## src/rtl/maxnet_pkg.sv

```systemverilog
// Shared types and defaults for the MAXNET competition controller.
// Holds the FSM encoding, parameter defaults and counter widths.
package maxnet_pkg;

  typedef enum logic [2:0] {
    ST_IDLE,
    ST_INIT,
    ST_WAIT,
    ST_CHECK,
    ST_UPDATE,
    ST_DONE
  } state_e;

  localparam int unsigned PU_LATENCY_DEF = 2;
  localparam int unsigned MAX_ITER_DEF   = 64;
  localparam int unsigned ITER_W         = 8;
  localparam int unsigned WAIT_W         = 4;

endpackage

```

## src/rtl/maxnet_controller_cycle_counter.sv

```systemverilog
// Loadable down-counter timing the WAIT state.
// Holds at zero; expired flags the final cycle.
module cycle_counter #(
  parameter int unsigned W = 4
) (
  input  logic         clk,
  input  logic         rst,
  input  logic         load,
  input  logic [W-1:0] load_val,
  input  logic         dec,
  output logic         expired
);

  logic [W-1:0] cnt_q;
  logic [W-1:0] cnt_d;

  always_comb begin
    cnt_d = cnt_q;
    if (load) begin
      cnt_d = load_val;
    end else if (dec && (cnt_q != '0)) begin
      cnt_d = cnt_q - 1'b1;
    end
  end

  always_ff @(posedge clk or posedge rst) begin
    if (rst) begin
      cnt_q <= '0;
    end else begin
      cnt_q <= cnt_d;
    end
  end

  assign expired = (cnt_q == '0);

endmodule

```

## src/rtl/maxnet_controller.sv

```systemverilog
// Sequencer for the four-neuron MAXNET datapath: loads X,
// then iterates PU updates until one winner or MAX_ITER.
module maxnet_controller
  import maxnet_pkg::*;
#(
  parameter int unsigned PU_LATENCY = PU_LATENCY_DEF,
  parameter int unsigned MAX_ITER   = MAX_ITER_DEF
) (
  input  logic              clk,
  input  logic              rst,
  input  logic              start,
  input  logic              is_finished,
  output logic              load_a,
  output logic              load_sel,
  output logic              busy,
  output logic              done,
  output logic              timeout,
  output logic [ITER_W-1:0] iter_count
);

  localparam logic [ITER_W-1:0] MAX_CNT = ITER_W'(MAX_ITER);
  localparam logic [WAIT_W-1:0] WAIT_LD = WAIT_W'(PU_LATENCY - 1);

  state_e            state_q;
  state_e            state_d;
  logic [ITER_W-1:0] iter_q;
  logic [ITER_W-1:0] iter_d;
  logic              timeout_q;
  logic              timeout_d;
  logic              wc_load;
  logic              wc_dec;
  logic              wc_expired;

  // Loaded on the way into WAIT so WAIT spans PU_LATENCY cycles.
  cycle_counter #(
    .W(WAIT_W)
  ) u_wait_cnt (
    .clk     (clk),
    .rst     (rst),
    .load    (wc_load),
    .load_val(WAIT_LD),
    .dec     (wc_dec),
    .expired (wc_expired)
  );

  always_comb begin
    state_d   = state_q;
    iter_d    = iter_q;
    timeout_d = timeout_q;
    wc_load   = 1'b0;
    wc_dec    = 1'b0;
    unique case (state_q)
      ST_IDLE: begin
        if (start) begin
          state_d = ST_INIT;
        end
      end
      ST_INIT: begin
        iter_d    = '0;
        timeout_d = 1'b0;
        wc_load   = 1'b1;
        state_d   = ST_WAIT;
      end
      ST_WAIT: begin
        if (wc_expired) begin
          state_d = ST_CHECK;
        end else begin
          wc_dec = 1'b1;
        end
      end
      ST_CHECK: begin
        if (is_finished) begin
          state_d = ST_DONE;
        end else if (iter_q == MAX_CNT) begin
          timeout_d = 1'b1;
          state_d   = ST_DONE;
        end else begin
          state_d = ST_UPDATE;
        end
      end
      ST_UPDATE: begin
        if (iter_q != MAX_CNT) begin
          iter_d = iter_q + 1'b1;
        end
        wc_load = 1'b1;
        state_d = ST_WAIT;
      end
      ST_DONE: begin
        state_d = ST_IDLE;
      end
      default: begin
        state_d = ST_IDLE;
      end
    endcase
  end

  always_ff @(posedge clk or posedge rst) begin
    if (rst) begin
      state_q   <= ST_IDLE;
      iter_q    <= '0;
      timeout_q <= 1'b0;
    end else begin
      state_q   <= state_d;
      iter_q    <= iter_d;
      timeout_q <= timeout_d;
    end
  end

  assign load_a     = (state_q == ST_INIT) || (state_q == ST_UPDATE);
  assign load_sel   = (state_q == ST_INIT);
  assign busy       = (state_q != ST_IDLE);
  assign done       = (state_q == ST_DONE);
  assign timeout    = timeout_q;
  assign iter_count = iter_q;

endmodule
```

## config.mk

```make
export PLATFORM = sky130hd
export DESIGN_NAME = maxnet_controller
export DESIGN_NICKNAME = d
export VERILOG_FILES = /design/src/rtl/maxnet_pkg.sv /design/src/rtl/maxnet_controller_cycle_counter.sv /design/src/rtl/maxnet_controller.sv
export SDC_FILE = /design/constraint.sdc
export NUM_CORES = 1
export LEC_CHECK = 0
export BUFFER_PORTS_ARGS = -buffer_cell sky130_fd_sc_hd__buf_2
export CORE_MARGIN = 3
export CORE_UTILIZATION = 50
export CTS_CLUSTER_SIZE = 30
export DETAILED_ROUTE_END_ITERATION = 10
export HOLD_SLACK_MARGIN = 0.08
export PLACE_DENSITY_LB_ADDON = 0.08
export SETUP_SLACK_MARGIN = 0.4
export SLEW_MARGIN = 20
export SYNTH_ARGS = -nofsm -noshare
export SYNTH_HDL_FRONTEND = slang
export SYNTH_SLANG_ARGS = --single-unit
export TNS_END_PERCENT = 30
```

## constraint.sdc

```tcl
create_clock -name clk -period 4.5 [get_ports clk]
set_input_delay 0 -clock clk [delete_from_list [all_inputs] [get_ports clk]]
set_output_delay 0 -clock clk [all_outputs]
set_load 0.005 [all_outputs]
```

==> flow_metrics.env, run 1 <==
export IMPL_vias_per_cell=5.877
export IMPL_n_antenna_cell=0
export IMPL_dr_pass1_iters=4
export IMPL_syn_to_final_growth_pct=16.43
export IMPL_grt_antenna_before_repair=0
export IMPL_clock_sinks=16
export IMPL_synth_edf_count=0
export IMPL_p_comb_frac=0.412
export IMPL_drcViolationCount=0
export IMPL_r2r_slack_ns=2.72
export IMPL_ys_ff_latch=16
export IMPL_postCtsSetupBuffers=0
export IMPL_r2r_cells=4
export IMPL_critical_path_max_fanout=15
export IMPL_p_leak_nw=0.5426
export IMPL_fin_nets=130
export IMPL_die_w_um=49.64
export IMPL_hp_class="in -> reg"
export IMPL_vias=858
export IMPL_ys_warn_count=0
export IMPL_critPathCaptureType="output pin"
export IMPL_async_reset_ff_frac=1.000
export IMPL_cp_arrival_ns=1.87
export IMPL_setup_violations=0
export IMPL_fmax_mhz=535.4
export IMPL_grt_pass1_wl_mm=3.498
export IMPL_core_mm2=0.001764
export IMPL_tns_ns=0
export IMPL_grt_pass1_vias=769
export IMPL_maxSlewViolCount=0
export IMPL_grt_use_total=0.1865
export IMPL_synthesis_nets=110
export IMPL_grt_setup_unrepaired="false"
export IMPL_drive_gt1_frac=0.2149
export IMPL_worstReg2RegEnd="state_q[0]$_DFFE_PP0P_"
export IMPL_crit_path_top_delay_cell="xnor2_1"
export IMPL_port_buffers=16
export IMPL_hold_path_startpoint="is_finished"
export IMPL_worstSetupStartpointType="register"
export IMPL_rows=15
export IMPL_slew_limit_headroom=0.5574
export IMPL_synth_cell_type_count=34
export IMPL_wl_per_cell_um=14.10
export IMPL_totalWireLength_mm=2.059
export IMPL_finalCritPeriodShare=0.4151
export IMPL_finalClockSkew_ns=0.004523
export IMPL_gp_congestion=0.8296
export IMPL_r2r_start="u_wait_cnt.cnt_q[0]$_DFFE_PP0P_"
export IMPL_hold_violations=0
export IMPL_numCtsBuffers=3
export IMPL_ant_nets=0
export IMPL_clk_pin_slew_ns=0.09
export IMPL_power_density_mw_per_mm2=525.7
export IMPL_drt_initial_drc_count=14
export IMPL_power_share_switching=0.4175
export IMPL_design_die_area_mm2=0.002464
export IMPL_max_cap_viol_count=0
export IMPL_finalCriticalPeriod_ns=1.868
export IMPL_die_h_um=49.64
export IMPL_critPathRequiredTime_ns=4.50
export IMPL_grt_start_max_net_pins=19
export IMPL_worstSetupPathType="reg -> out"
export IMPL_p_sw_uw=243.3
export IMPL_tightest_slew_ns=0.6592
export IMPL_slowest_delay_ns=0.61
export IMPL_cts_htree_levels=1
export IMPL_holdWs_ns=0.1005
export IMPL_cts_hold_repair_buffers=2
export IMPL_synthCells=102
export IMPL_hpwl_mm=1.464
export IMPL_cts_tree="yes"
export IMPL_n_fill_cell=161
export IMPL_holdPathEnd="state_q[0]$_DFFE_PP0P_"
export IMPL_cp_top_family="XOR/XNOR gates"
export IMPL_cts_root_buffer_cell="clkbuf_4"
export IMPL_boundaryPins=17
export IMPL_clock_latency_ns=0.29
export IMPL_critPathBufInv=2
export IMPL_ys_flop_type="dfrtp_1"
export IMPL_multi_input_area_um2=510.5
export IMPL_mappedNetlistArea_um2=952.2
export IMPL_status="complete, no violations"
export IMPL_initial_core_util=0.5397
export IMPL_p_clk_frac=0.163
export IMPL_path_cells="xnor2_1 -> or2_2 -> inv_1 -> buf_2"
export IMPL_synth_seq_area_share=0.4205
export IMPL_internal_power_uw=339.4
export IMPL_peakVddDrop_mv=0.3103
export IMPL_cts_resized=0
export IMPL_register_area_um2=400.4
export IMPL_avgSynthCellArea_um2=9.335
export IMPL_cts_buffer_depth=2
export IMPL_hold_depth=3
export IMPL_grt_remaining_overflow=0
export IMPL_seq_power_share=0.425
## layout by cell type (no fill, tap or decap), drive strengths merged, types with 3 or more instances in the layout
| cell | count |
|---|---|
| buf | 16 |
| dfrtp | 16 |
| a21oi | 9 |
| inv | 8 |
| nand2 | 6 |
| nor2 | 5 |
| o21ai | 5 |
| nor3 | 4 |
| nand3 | 4 |
| ha | 4 |
| clkbuf | 4 |
| or3b | 3 |
| nor3b | 3 |
| mux2i | 3 |
| or3 | 3 |
| a211o | 3 |
## how the worst max path moves through the flow
stage,startpoint,end,depth (start not counted)
floorplan,iter_count[0]$_DFFE_PP0P_,iter_count[0]$_DFFE_PP0P_,5
global placement,u_wait_cnt.cnt_q[0]$_DFFE_PP0P_,state_q[0]$_DFFE_PP0P_,4
detailed placement,u_wait_cnt.cnt_q[0]$_DFFE_PP0P_,state_q[0]$_DFFE_PP0P_,4
CTS,state_q[0]$_DFFE_PP0P_,load_a,4
global route,state_q[0]$_DFFE_PP0P_,load_a,4
finish,state_q[0]$_DFFE_PP0P_,load_a,4
## worst reg2reg max path: stages, from the launching register on
cell,delay (ns)
dfrtp_1,0.41
inv_1,0.09
ha_1,0.16
or3b_2,0.51
a2111oi_0,0.47
## per-layer routing
metal	GRT usage	part of all wire	wire length (µm)	vias up
met3	0.03927	0.052	107	5
met1	0.2548	0.47	968	414
met4	0.08295	0.019	40	0
li1	-	-	-	414
met5	0	0	0	-
met2	0.2819	0.46	943	25
## per-stage QoR
stage          power [mW]  cell area [µm²]  worst slack, ns  cells    util
3_3_place_gp       0.4797             1052            2.736    140  0.5965
2_1_floorplan      0.4146            952.2            2.915    102       -
3_5_place_dp       0.4886             1052            2.718    140  0.5965
6_report           0.5827             1109            2.632    146  0.6284
5_1_grt            0.6376             1109            2.476    146  0.6284
4_1_cts            0.5880             1109            2.615    146  0.6284
## logic make-up after synthesis
kind of cell | count (synthesis) | synth area share
AND/OR/NAND/NOR | 44 | 0.2878
AO/OA/AOI/OAI | 23 | 0.1551
flip-flops | 16 | 0.4205
buffers and inverters | 11 | 0.04336
adder cells (fa/ha/maj) | 4 | 0.05256
multiplexers | 3 | 0.03154
XOR/XNOR | 1 | 0.009200
## synth_stat cells, types with 4 or more instances
| cell type | count | area [µm²] |
|---|---|---|
| dfrtp_1 | 16 | 400.4 |
| nor3_1 | 4 | 20.02 |
| inv_1 | 8 | 30.03 |
| ha_1 | 4 | 50.05 |
| a21oi_1 | 9 | 45.04 |
| nand2_1 | 6 | 22.52 |
| nor2_1 | 5 | 18.77 |
| o21ai_0 | 5 | 25.02 |
| nand3_1 | 4 | 20.02 |
## power by group through the flow
stage | clock network, mW | logic [mW] | registers, mW
6_report | 0.0950 | 0.240 | 0.248
5_1_grt | 0.104 | 0.277 | 0.257
4_1_cts | 0.0983 | 0.243 | 0.246
3_5_place_dp | 0 | 0.241 | 0.248
3_3_place_gp | 0 | 0.234 | 0.246
2_1_floorplan | 0 | 0.200 | 0.215
## flip-flops by register name, summed over array words and instances, names as in the netlist
name and cells:
iter_count 8, u_wait_cnt.cnt_q 4, state_q 3, timeout 1
## cell type report
class | count | share of cell area
Multi-Input combinational cell | 75 | 0.4605
Sequential cell | 16 | 0.3612
Timing Repair Buffer | 18 | 0.09029
Clock buffer | 4 | 0.03273
Tap cell | 25 | 0.02822
Inverter | 8 | 0.02709
Power figures use the tool's default switching activity.
==> inputs of run 2 (changes only) <==
clock period = 1.9 ns   (was 4.5 ns; I/O delays follow)
==> run 2 against run 1 <==
Compared with the run above:
- clock skew hardly changed
- sequential power is 120% higher
- final cell count up 15%
- flip-flop and latch count unchanged
- sequential share of layout area fell by 5.5 points
- combinational power rose to 4.2 times the previous value
- design area grew 20%
- critical path depth fell by 1
- wire length increased by 21%
==> flow_metrics.env, run 2 (same netlist as run 1, synthesis figures left out) <==
export IMPL_status="complete, no violations"
export IMPL_peakVddDrop_mv=0.7534
export IMPL_critical_path_max_fanout=5
export IMPL_finalNonFillerCells=168
export IMPL_maxSlewViolCount=0
export IMPL_boundaryPins=17
export IMPL_cts_htree_levels=1
export IMPL_p_sw_uw=697.7
export IMPL_vias_per_cell=5.571
export IMPL_largest_reg_flops=8
export IMPL_placedCellCount=145
export IMPL_grt_antenna_before_repair=0
export IMPL_worstSetupPathType="reg -> out"
export IMPL_finalCriticalPeriod_ns=1.536
export IMPL_grt_pass1_wl_mm=4.505
export IMPL_grt_use_total=0.2353
export IMPL_initial_core_util=0.5397
export IMPL_drt_initial_drc_count=18
export IMPL_drive_gt1_frac=0.4196
export IMPL_hold_violations=0
export IMPL_worstSetupStartpointType="register"
export IMPL_layout_common_cells="21 x buf_4, 16 x buf_2, 11 x dfrtp_1"
export IMPL_startpoint="state_q[2]$_DFFE_PP0P_"
export IMPL_rows=15
export IMPL_grt_pass1_vias=995
export IMPL_cp_arrival_ns=1.54
export IMPL_grtUsageMet1=0.2920
export IMPL_gp_congestion=0.8760
export IMPL_cts_tree="yes"
export IMPL_power_share_switching=0.3950
export IMPL_r2r_start="u_wait_cnt.cnt_q[0]$_DFFE_PP0P_"
export IMPL_ant_nets=0
export IMPL_slowest_delay_ns=0.52
export IMPL_n_antenna_cell=0
export IMPL_n_fill_cell=138
export IMPL_hp_class="in -> async"
export IMPL_vias=936
export IMPL_grt_start_max_net_pins=17
export IMPL_post_route_cell_area_mm2=0.001330
export IMPL_syn_to_final_growth_pct=39.69
export IMPL_final_common_cell="buf_4"
export IMPL_fin_nets=152
export IMPL_tns_ns=0
export IMPL_critPathRequiredTime_ns=1.90
export IMPL_p_comb_frac=0.567
export IMPL_drcViolationCount=0
export IMPL_placed_cell_area_mm2=0.001099
export IMPL_critPathCaptureType="output pin"
export IMPL_crit_path_top_delay_cell="or3b_2"
export IMPL_tightest_slew_ns=0.6177
export IMPL_port_buffers=16
export IMPL_die_w_um=49.64
export IMPL_grtUsageMet2=0.3965
export IMPL_clock_sinks=16
export IMPL_design_die_area_mm2=0.002464
export IMPL_slew_limit_headroom=0.5877
export IMPL_multi_input_area_um2=558.0
export IMPL_register_area_um2=406.6
export IMPL_p_clk_frac=0.130
export IMPL_cts_root_buffer_cell="clkbuf_4"
export IMPL_power_density_mw_per_mm2=1328
export IMPL_clock_latency_ns=0.29
export IMPL_die_h_um=49.64
export IMPL_hpwl_mm=1.565
export IMPL_core_mm2=0.001764
export IMPL_cts_buffer_depth=2
export IMPL_use_met3=0.04230
export IMPL_fmax_mhz=651.0
export IMPL_totalWireLength_mm=2.482
export IMPL_max_cap_viol_count=0
export IMPL_setup_violations=0
export IMPL_p_leak_nw=0.6603
export IMPL_wl_per_cell_um=14.77
export IMPL_internal_power_mw=1.068
export IMPL_grt_remaining_overflow=0
export IMPL_dr_pass1_iters=4
export IMPL_path_cells="or3b_2 -> inv_2 -> buf_2"
export IMPL_finalClockSkew_ns=0.004702
export IMPL_clk_pin_slew_ns=0.10
export IMPL_grt_busiest_layer="met2"
export IMPL_seq_power_share=0.303
export IMPL_finalCritPeriodShare=0.8085
export IMPL_numCtsBuffers=3
export IMPL_grt_setup_unrepaired="true"
## run 2: area by class of cell
type,count,area share
multi-input cells,75,0.4196
repair buffers,40,0.2013
well taps,25,0.02352
inverters,8,0.02258
clock buffers,4,0.02728
flip-flops and latches,16,0.3057
## run 2: what timing repair did
item | in CTS | in global routing
hold buffers | 3 | 0
gates resized for setup | 14 | 1
setup buffers | 15 | 1
hold endpoints to repair | 18 | 0
endpoints found under the setup margin | 14 | 11
pin swaps | 3 | 0
## run 2: per-stage QoR
| stage | util | total power [mW] | hold WS [ns] | setup WS (ns) |
|---|---|---|---|---|
| floorplan | - | 1.006 | -0.08626 | 0.3386 |
| global placement | 0.6227 | 1.240 | 0.1001 | 0.2465 |
| detailed placement | 0.6227 | 1.259 | 0.1094 | 0.1924 |
| CTS | 0.7461 | 1.729 | 0.3416 | 0.3647 |
| global route | 0.7539 | 1.906 | 0.3907 | 0.2906 |
| finish | 0.7539 | 1.766 | 0.3250 | 0.3639 |
## run 2: worst paths after layout
kind,slack [ns],end,depth (start not counted)
min,0.32,u_wait_cnt.cnt_q[2]$_DFFE_PP0P_,3
min reg2reg,0.51,u_wait_cnt.cnt_q[2]$_DFFE_PP0P_,1
max in group asynchronous,1.14,iter_count[0]$_DFFE_PP0P_,3
max reg2reg,0.37,state_q[0]$_DFFE_PP0P_,4
max,0.36,load_sel,3
min in group clk,0.51,u_wait_cnt.cnt_q[2]$_DFFE_PP0P_,1
## run 2: power by group through the flow
stage | clock (mW) | sequential [mW] | combinational [mW]
floorplan | 0 | 0.508 | 0.497
global placement | 0 | 0.573 | 0.667
detailed placement | 0 | 0.574 | 0.684
CTS | 0.235 | 0.523 | 0.971
global route | 0.251 | 0.545 | 1.11
finish | 0.230 | 0.535 | 1.00
## run 2: worst max-delay path: cells and delay by family (launching register included)
kind | cells | cell delay [ns]
and+or+nand+nor | 1 | 0.52
DFF | 1 | 0.47
buffers and inverters | 2 | 0.26
## run 2: metal layers
layer | wire [µm] | up-vias
met2 | 1194 | 18
met4 | 17 | 0
met3 | 96 | 4
met5 | 0 | -
li1 | - | 459
met1 | 1173 | 455
==> inputs of run 3 (changes only) <==
CORE_UTILIZATION = 48   (was 50)
clock period = 1.3 ns   (was 1.9 ns; I/O delays follow)
==> run 3 against run 2 <==
Compared with the run above:
- the run now ends with negative setup slack left
- worst setup slack got worse by 0.60 ns
- wire length increased by 33%
- design area is 20% higher
- sequential power rose by 44%
- clock skew rose by 0.0010 ns
==> flow_metrics.env, run 3 (same netlist as run 1, synthesis figures left out) <==
export IMPL_hold_violations=0
export IMPL_maxSlewViolCount=0
export IMPL_status="finished, violations left"
export IMPL_n_antenna_cell=0
export IMPL_ant_nets=0
export IMPL_clock_latency_ns=0.29
export IMPL_grt_use_total=0.2339
export IMPL_peakVddDrop_mv=1.526
export IMPL_fmax_mhz=652.8
export IMPL_rows=15
export IMPL_die_w_um=50.54
export IMPL_critPathCaptureType="register"
export IMPL_critPathRequiredTime_ns=1.54
export IMPL_design_die_area_mm2=0.002554
export IMPL_hpwl_mm=1.745
export IMPL_finalNonFillerCells=186
export IMPL_worstSetupPathType="reg -> reg"
export IMPL_hp_class="in -> reg"
export IMPL_drt_initial_drc_count=49
export IMPL_numCtsBuffers=3
export IMPL_finalCriticalPeriod_ns=1.532
export IMPL_port_buffers=16
export IMPL_power_density_mw_per_mm2=2115
export IMPL_finalClockSkew_ns=0.005728
export IMPL_drive_gt1_frac=0.5714
export IMPL_critical_path_max_fanout=5
export IMPL_cts_tree="yes"
export IMPL_grt_antenna_before_repair=0
export IMPL_final_common_cell="buf_4"
export IMPL_grt_start_max_net_pins=17
export IMPL_slew_limit_headroom=0.7500
export IMPL_grt_remaining_overflow=0
export IMPL_cp_arrival_ns=1.77
export IMPL_crit_path_top_delay_cell="dfrtp_1"
export IMPL_critPathBufInv=2
export IMPL_placedCellCount=168
export IMPL_grt_pass1_wl_mm=4.588
export IMPL_vias=1081
export IMPL_post_place_ws_ns=-0.2295
export IMPL_path_cells="inv_2 -> ha_2 -> and4bb_2 -> buf_6 -> a2111o_1 -> nand3_1"
export IMPL_p_leak_nw=0.7578
export IMPL_totalWireLength_mm=3.307
export IMPL_fin_ws_ns=-0.2318
export IMPL_worstSetupStartpointType="register"
export IMPL_cp_top_family="flip-flops"
export IMPL_cts_buffer_depth=2
export IMPL_setup_violations=18
export IMPL_initial_core_util=0.5285
export IMPL_syn_to_final_growth_pct=67.15
export IMPL_grt_pass1_vias=997
export IMPL_dr_pass1_iters=5
export IMPL_finalCritPeriodShare=1.178
export IMPL_clock_sinks=16
export IMPL_fin_nets=170
export IMPL_core_mm2=0.001802
export IMPL_max_cap_viol_count=0
export IMPL_gp_congestion=0.8304
export IMPL_die_h_um=50.54
export IMPL_violations="negative setup slack"
export IMPL_layout_common_cells="27 x buf_4, 16 x buf_6, 15 x dfrtp_1"
export IMPL_tightest_slew_ns=0.3732
export IMPL_boundaryPins=17
export IMPL_slowest_delay_ns=0.44
export IMPL_largest_reg_flops=8
export IMPL_cts_htree_levels=1
export IMPL_clk_pin_slew_ns=0.11
export IMPL_grt_setup_unrepaired="true"
export IMPL_tns_ns=-2.696
export IMPL_cts_root_buffer_cell="clkbuf_4"
export IMPL_vias_per_cell=5.812
export IMPL_wl_per_cell_um=17.78
export IMPL_drcViolationCount=0
-- run 3: cell types whose count changed in the layout (fill, tap and decap cells not counted), sizes merged --
cell	delta
buf	+19
inv	-1
dlygate4sd3	-1
clkinvlp	+1
-- run 3: stage by stage --
step,hold WS [ns],power (mW),area [µm²],util
2_1_floorplan,-0.08626,1.564,989.7,-
3_3_place_gp,0.1008,2.274,1300,0.7215
3_5_place_dp,0.1215,2.315,1300,0.7215
4_1_cts,0.09816,2.939,1480,0.8215
5_1_grt,0.1213,3.558,1592,0.8833
6_report,0.09594,3.367,1592,0.8833
-- run 3: layer usage --
metal | vias up | routed length (µm) | part of all wire | GRT usage
li1 | 495 | - | - | -
met1 | 506 | 1298 | 0.39 | 0.3114
met2 | 63 | 1621 | 0.49 | 0.4109
met3 | 17 | 275 | 0.083 | 0.02671
met4 | 0 | 110 | 0.033 | 0.04036
met5 | - | 0 | 0 | 0
-- run 3: worst reg2reg max path: cells and delay by family, from the launching register on --
kind / cells / cell delay (ns)
DFF: 1 / 0.44
AOI/OAI and AO/OA: 1 / 0.37
buffers and inverters: 2 / 0.19
adders and majority gates: 1 / 0.17
and+or+nand+nor: 2 / 0.32
-- run 3: final timing paths --
kind                       slack, ns  cells past startpoint                              end                            start
setup / recovery               -0.23                      6        iter_count[2]$_DFFE_PP0P_        iter_count[1]$_DFFE_PP0P_
hold / removal                   0.1                      4              timeout$_DFFE_PP0P_                      is_finished
setup reg to reg               -0.23                      6        iter_count[2]$_DFFE_PP0P_        iter_count[1]$_DFFE_PP0P_
hold reg to reg                 0.54                      1  u_wait_cnt.cnt_q[2]$_DFFE_PP0P_  u_wait_cnt.cnt_q[2]$_DFFE_PP0P_
max in group asynchronous       0.82                      3           state_q[1]$_DFFE_PP0P_                              rst
min in group asynchronous       0.23                      3        iter_count[3]$_DFFE_PP0P_                              rst
-- run 3: timing repair --
item	4_1_cts	5_1_grt
resized for setup	24	16
hold buffers	2	0
pin swaps	8	4
hold endpoints to repair	17	0
endpoints found under the setup margin	25	26
buffers inserted	6	6
-- run 3: layout make-up --
cell class / instances / area (µm²)
well taps: 25 / 31.28
clock buffers: 4 / 36.28
fillers: 93 / 210.2
multi-input cells: 75 / 618.1
flip-flops and latches: 16 / 401.6
inverters: 8 / 36.28
repair buffers: 58 / 467.9
-- run 3: where the power goes --
group | switching (mW) | internal, mW | leakage [nW]
logic | 1.01 | 1.24 | 0.525
registers | 0.145 | 0.623 | 0.212
clock network | 0.178 | 0.170 | 0.0210
